`config.mk`:
```
export PLATFORM = sky130hd
export DESIGN_NAME = branch_seq
export DESIGN_NICKNAME = d
export VERILOG_FILES = /design/src/rtl/branch_seq.sv
export SDC_FILE = /design/constraint.sdc
export NUM_CORES = 1
export LEC_CHECK = 0
export BUFFER_PORTS_ARGS = -buffer_cell sky130_fd_sc_hd__clkbuf_2
export CAP_MARGIN = 5
export CORE_UTILIZATION = 30
export DETAILED_ROUTE_END_ITERATION = 10
export PLACE_DENSITY_LB_ADDON = 0.05
export SLEW_MARGIN = 20
export SYNTH_ARGS = -nofsm -noshare
export SYNTH_HDL_FRONTEND = slang
export SYNTH_SLANG_ARGS = --single-unit
export TNS_END_PERCENT = 5
```
`constraint.sdc`:
```
create_clock -name clock -period 3 [get_ports clock]
set_clock_uncertainty 0.15 [all_clocks]
set_input_delay 0.6 -clock clock [delete_from_list [all_inputs] [get_ports clock]]
set_output_delay 0.6 -clock clock [all_outputs]
set_load 0.01 [all_outputs]
```
`src/rtl/branch_seq.sv`:
```
`default_nettype none
// ============================================================================
// Module   : branch_seq
// Purpose  : Moore sequencer for the Mini SRC datapath. It runs one
//            instruction fetch followed by the conditional-branch execute
//            steps, and evaluates brzr/brnz/brpl/brmi from the register value
//            on the bus. Requests use a start/done handshake, and the memory
//            read wait is set by a parameter.
// Config   : BRANCH_SKIP_EN (macro) - when defined, a false condition jumps
//            from T3 straight to DONE and skips T4..T6.
// Params   : DATA_W   - bus width used for condition evaluation
//            MEM_WAIT - cycles ram_read is held before the MDR latch (1..15)
// Ports    : clock, clear (async active-low reset)
//            start          - request a fetch+branch sequence (seen in IDLE)
//            ir_cond[1:0]   - IR[20:19], sampled in T3
//            bus_in         - datapath bus, sampled in T3
//            incPC..imm_sel, ALU_op, BusDataSelect - datapath controls
//            busy           - high in every state except IDLE
//            done           - one-cycle pulse in DONE
//            taken          - registered condition result of last sequence
// Revision : 1.0 - initial release
// ============================================================================
module branch_seq #(
    parameter int DATA_W   = 32,
    parameter int MEM_WAIT = 1
) (
    input  logic              clock,
    input  logic              clear,
    input  logic              start,
    input  logic [1:0]        ir_cond,
    input  logic [DATA_W-1:0] bus_in,
    output logic              incPC,
    output logic              e_PC,
    output logic              e_IR,
    output logic              e_Y,
    output logic              e_Z,
    output logic              e_MAR,
    output logic              e_MDR,
    output logic              MDR_read,
    output logic              ram_read,
    output logic              Gra,
    output logic              e_Rout,
    output logic              imm_sel,
    output logic [3:0]        ALU_op,
    output logic [4:0]        BusDataSelect,
    output logic              busy,
    output logic              done,
    output logic              taken
);

    generate
        if (MEM_WAIT < 1 || MEM_WAIT > 15) begin : g_bad_mem_wait
            $error("branch_seq: MEM_WAIT must lie in 1..15");
        end
    endgenerate

    localparam logic [4:0] BDS_PCOUT   = 5'b10100;
    localparam logic [4:0] BDS_ZLOWOUT = 5'b10011;
    localparam logic [4:0] BDS_MDROUT  = 5'b10101;
    localparam logic [4:0] BDS_COFFSET = 5'b01100;
    localparam logic [3:0] ALU_ADD     = 4'b0011;
    // Last count value of the T1 wait loop; the loop exits after MEM_WAIT cycles.
    localparam logic [3:0] WAIT_LAST   = 4'(MEM_WAIT - 1);

    typedef enum logic [3:0] {
        S_IDLE = 4'd0,
        S_T0   = 4'd1,
        S_T1   = 4'd2,
        S_T1L  = 4'd3,
        S_T2   = 4'd4,
        S_T3   = 4'd5,
        S_T4   = 4'd6,
        S_T5   = 4'd7,
        S_T6   = 4'd8,
        S_DONE = 4'd9
    } state_t;

    state_t     state;
    logic [3:0] wait_cnt;
    logic       cond_true;

    // Branch condition from the value currently driven onto the bus.
    always_comb begin
        cond_true = 1'b0;
        case (ir_cond)
            2'b00:   cond_true = ~|bus_in;             // brzr
            2'b01:   cond_true =  |bus_in;             // brnz
            2'b10:   cond_true = ~bus_in[DATA_W-1];    // brpl
            default: cond_true =  bus_in[DATA_W-1];    // brmi
        endcase
    end

    always_ff @(posedge clock or negedge clear) begin
        if (!clear) begin
            state    <= S_IDLE;
            wait_cnt <= 4'd0;
            taken    <= 1'b0;
        end else begin
            case (state)
                S_IDLE: begin
                    if (start) begin
                        state <= S_T0;
                    end
                end
                S_T0: begin
                    wait_cnt <= 4'd0;
                    state    <= S_T1;
                end
                S_T1: begin
                    if (wait_cnt == WAIT_LAST) begin
                        wait_cnt <= 4'd0;
                        state    <= S_T1L;
                    end else begin
                        wait_cnt <= wait_cnt + 4'd1;
                    end
                end
                S_T1L: state <= S_T2;
                S_T2:  state <= S_T3;
                S_T3: begin
                    taken <= cond_true;
`ifdef BRANCH_SKIP_EN
                    state <= cond_true ? S_T4 : S_DONE;
`else
                    state <= S_T4;
`endif
                end
                S_T4:    state <= S_T5;
                S_T5:    state <= S_T6;
                S_T6:    state <= S_DONE;
                S_DONE:  state <= S_IDLE;
                default: state <= S_IDLE;
            endcase
        end
    end

    // Moore decode of the state register. Reset forces IDLE asynchronously,
    // so every control drops the moment clear goes low.
    always_comb begin
        incPC         = 1'b0;
        e_PC          = 1'b0;
        e_IR          = 1'b0;
        e_Y           = 1'b0;
        e_Z           = 1'b0;
        e_MAR         = 1'b0;
        e_MDR         = 1'b0;
        MDR_read      = 1'b0;
        ram_read      = 1'b0;
        Gra           = 1'b0;
        e_Rout        = 1'b0;
        imm_sel       = 1'b0;
        ALU_op        = 4'b0000;
        BusDataSelect = 5'b00000;
        done          = 1'b0;
        busy          = (state != S_IDLE);
        case (state)
            S_T0: begin
                BusDataSelect = BDS_PCOUT;
                e_MAR         = 1'b1;
                incPC         = 1'b1;
                e_Z           = 1'b1;
            end
            S_T1: begin
                ram_read      = 1'b1;
                BusDataSelect = BDS_ZLOWOUT;
            end
            S_T1L: begin
                MDR_read = 1'b1;
                e_MDR    = 1'b1;
            end
            S_T2: begin
                BusDataSelect = BDS_MDROUT;
                e_IR          = 1'b1;
            end
            S_T3: begin
                Gra    = 1'b1;
                e_Rout = 1'b1;
            end
            S_T4: begin
                BusDataSelect = BDS_PCOUT;
                e_Y           = 1'b1;
            end
            S_T5: begin
                BusDataSelect = BDS_COFFSET;
                imm_sel       = 1'b1;
                ALU_op        = ALU_ADD;
                e_Z           = 1'b1;
            end
            S_T6: begin
                BusDataSelect = BDS_ZLOWOUT;
                e_PC          = taken;   // PC is only written when the branch is taken
            end
            S_DONE: begin
                done = 1'b1;
            end
            default: ;
        endcase
    end

endmodule
`default_nettype wire

```
## Yosys cells after proc, flatten, opt, wreduce, memory -nomap -nowiden

Index checks and enable logic that the tools add are counted.

| storage, ports and cells | value |
|---|---|
| register bits after elaboration | 9 |
| latch bits | 0 |
| RAM bits | 0 |
| bits in read-only memories | 0 |
| input bits | 37 |
| output and inout bits | 24 |
| logic and storage cells | 47 |
| memories | 0 |

| cells by class | value |
|---|---|
| $add $sub $neg | 1 |
| $mul | 0 |
| divide/modulo/power cells | 0 |
| order comparisons | 0 |
| eq/ne operators | 13 |
| shifts and indexed selects | 0 |
| muxes and demuxes | 18 |
| bitwise operators | 1 |
| reduce and logical (&&, ||, !) cells | 11 |

Operators with widths:

| operator | number |
|---|---|
| $pmux 4 s9 | 1 |
| $reduce_or 32->1 | 1 |
| $pmux 5 s4 | 1 |
| $eq 4x3->1 const B | 4 |
| $mux 4 | 3 |
| $mux 1 | 10 |
| $eq 4x2->1 const B | 2 |
| $eq 4x4->1 const B | 2 |
| $logic_not 4->1 | 2 |
| $pmux 4 s2 | 1 |
| $reduce_or 2->1 | 3 |
| $add 4x1->4 const B | 1 |
| $eq 4x1->1 const B | 1 |
| $ne 2x2->1 const B | 2 |
| $reduce_bool 4->1 | 1 |
| $pmux 1 s3 | 1 |
| $eq 2x1->1 const B | 1 |
| $eq 2x2->1 const B | 1 |
| $logic_not 2->1 | 1 |
| $mux 2 | 1 |
| $reduce_and 2->1 | 1 |
| $reduce_bool 2->1 | 1 |
| $logic_not 1->1 | 1 |
| $not 1->1 | 1 |

## Longest topological paths before layout

| depth | value |
|---|---|
| depth in word-level cells | 3 |
| mapped depth | 6 |
| depth with buffers taken out | 6 |

## Worst setup path before layout

Ideal clock, no wire load.

| timing path | value |
|---|---|
| kind | reg2out |
| start point | reg state[3] |
| end point | out e_MDR |
| arrival | 1.276 ns |
| data required time | 2.250 ns |
| path slack | 0.974 ns |
| stages on the path, launching flop included | 5 |
| path buffers | 3 |
| path through | dfrtp_1 -> buf_2 -> buf_1 -> nor3_1 -> buf_4 |

| on the way | value |
|---|---|
| word-level cells in the longest chain between the ends | 2 |

Ends and longest elaborated chain:

| what | line | source |
|---|---|---|
| from (decl) | 78 | `state_t state;` |
| from (signal assigned) | 95 | `state <= S_IDLE;` |
| from (signal assigned) | 102 | `state <= S_T0;` |
| from (signal assigned) | 107 | `state <= S_T1;` |
| $eq 4x2->1 | - |  |
| $mux 1 | - |  |
| to (decl) | 38 | `output logic e_MDR,` |

No other way between the ends.

## Worst setup path after layout

| timing path | value |
|---|---|
| start point | reg state[3] |
| end point | out e_Z |

| on the way | value |
|---|---|
| word-level cells in the longest chain between the ends | 3 |
| elaborated cells between the ends (all ways) | 4 |

Ends and longest elaborated chain:

| what | line | source |
|---|---|---|
| $eq 4x3->1 / $eq 4x1->1 (equally long branches) | 155 | `case (state)` |
| $reduce_or 2->1 (no line) * | - |  |
| $mux 1 * | 155 |  |
| to (decl) | 36 | `output logic e_Z,` |

Mark *: on every way between the ends. The rest lies on a longest branch, timed or not.

==> results.txt <==
Final cell count without fillers = 178
Layout cell share with drive strength beyond 1 = 0.466
Maximum clock rate = 400 MHz
Placed inst area = 1050 um^2
Slew at the pin closest to its max-slew limit = 0.566 ns
Worst Path Required = 2.25 ns
CTS root buf = clkbuf_4
Crit-path cells = nand2b_1 > nor2_1 > or2_2 > clkbuf_2
Hold_buf cts = 0
Main synth FF type = dfrtp_1
Routed WL = 1870 um
Area leader, netlist = dfrtp_1
Worst VDD drop = 0.512 mV
Nets@finish = 188
Post-DP HPWL = 1580 um
Period minus WS final = 2.50 ns
CP max stage delay = 0.70 ns
Crit path max-delay cell type = dfrtp_1
WS Path Type = flip-flop to output port
Final setup viols = 0
Worst setup margin = 0.502 ns
Number of antenna diodes = 0
Inst Count DP = 174
Die Area = 2870 um^2
Synth Cell Area = 798 um^2
I/O Buffers = 58
DR pass1 iterations = 4
Chip width = 53.6 um
Yosys cell types = 33
Post-CTS setup buffer count = 0
Tot Pwr = 855 uW
Avg Cell Area, Syn = 8.15 um^2
Hold_ws = 0.0328 ns
Sequential area share after synthesis = 0.282
Final core utilization = 0.429
EDFF count, synth = 0
Area Overhead vs Synth = 34.5%
DRT iter0 DRCs = 13
FP Rows = 18
Max FO, Critical Path = 16
Largest net degree at the start of global routing = 17
Most common cell in the netlist = nor2_1
Vias in the first global route = 736
Power per cell area = 797 nW/um^2
Commonest cells post-synth = nor2_1, dfrtp_1, buf_4, nor4_1, nand2_1
Final hold vios = 0
Unrepaired setup endpoints after global routing = false
H-tree Lvls = 1
Clk Latency, worst-skew pair = 0.26 ns
I/O pin cnt = 61
Die Height = 53.6 um
Cells after Synth = 98
Reg clk slew, reported paths = 0.06 ns
Worst setup EP type = output port
Routability cong. = 0.675
Setup Slack @ Placement = 0.758 ns
CTS buffer count = 3
Clock Tree Buf Depth = 2
Drt drc = 0
Drt wl/cell = 10.5 um
Period utilization = 0.833
Post-route ant nets = 0
Total number of vias = 852
Initial antenna violation count = 0
Status = complete, no violations
Setup TNS = 0 ns
Fin area = 1070 um^2
Slew headroom = 0.622
CP Launch Type = flip-flop
Slew Limit Fails = 0
CTS Sinks = 9
Vias per Instance = 4.79
CTS tree = built
Post-cts repair resize count = 0
Worst EP arrival = 1.75 ns
Synth async-reset ratio = 1.00
Maxcap violations = 0
Core Box Area = 2500 um^2
Leak = 0.563 nW
Synth warnings = 0
First-pass GRT wire length = 3010 um
Initial Util = 0.319
Yosys reg bits = 9
Tot GR Track Use = 0.143
HP Class = input pin to asynchronous set/reset pin
Total congestion overflow = 0
Synth top area cells = dfrtp_1, buf_4, nor4_1
Synth top area share = 0.282
## registers in the layout, summed over array words and instances, names as in the netlist
name	flops
wait_cnt	4
state	4
taken	1
## final timing paths
kind	start	end	slack, ns	cells after the start
max	state[3]$_DFFE_PN0P_	e_Z	0.50	4
min	clear	wait_cnt[2]$_DFFE_PN0P_	0.03	1
max reg2reg	state[3]$_DFFE_PN0P_	taken$_DFFE_PN0P_	1.14	4
min reg2reg	wait_cnt[2]$_DFFE_PN0P_	wait_cnt[2]$_DFFE_PN0P_	0.37	1
max in group asynchronous	clear	state[2]$_DFFE_PN0P_	2.46	1
min in group clock	wait_cnt[2]$_DFFE_PN0P_	wait_cnt[2]$_DFFE_PN0P_	0.37	1
## power breakdown
part | switching [mW] | internal [mW]
registers | 0.111 | 0.153
logic | 0.250 | 0.247
clock network | 0.0424 | 0.0512
## cell usage in the layout (no fill, tap or decap), drive strengths merged, types with 3 or more instances in the layout
cell / n
o21ai: 4
a21oi: 3
nor4: 8
nand2b: 5
nand2: 6
dfrtp: 9
nor2: 11
nor3: 5
inv: 5
nor4b: 3
or2: 4
nand3: 3
clkbuf: 62
## critical path: cells and delay by family, from the launching register on
kind | cells | cell delay, ns
flip-flops | 1 | 0.70
buffers and inverters | 1 | 0.13
AND/OR/NAND/NOR | 3 | 0.67
## area by class of cell
class                   count  area (um^2)
repair buffers             58          290
multi-input cells          72          475
fillers                   281         1430
clock buffers               4         26.3
well taps                  30         37.5
flip-flops and latches      9          225
inverters                   5         18.8
## routing by layer
metal  share of wire  GRT usage  vias to the layer above
met5               0          0                        -
met4               0     0.0526                        0
met3           0.047     0.0254                        0
met2            0.50      0.240                       29
met1            0.45      0.182                      386
li1                -          -                      437
## cell families (layout without fill, tap and decap cells)
family / count (synthesis) / after routing / synth area share
AO/OA/AOI/OAI: 12 / 12 / 0.0972
AND/OR/NAND/NOR: 51 / 51 / 0.398
XOR/XNOR: 3 / 3 / 0.0329
buffers and inverters: 18 / 67 / 0.127
other: 1 / 2 / 0.00470
flip-flops: 9 / 9 / 0.282
multiplexers: 2 / 2 / 0.0266
adder cells (fa/ha/maj): 2 / 2 / 0.0313
Power figures use the tool's default switching activity.
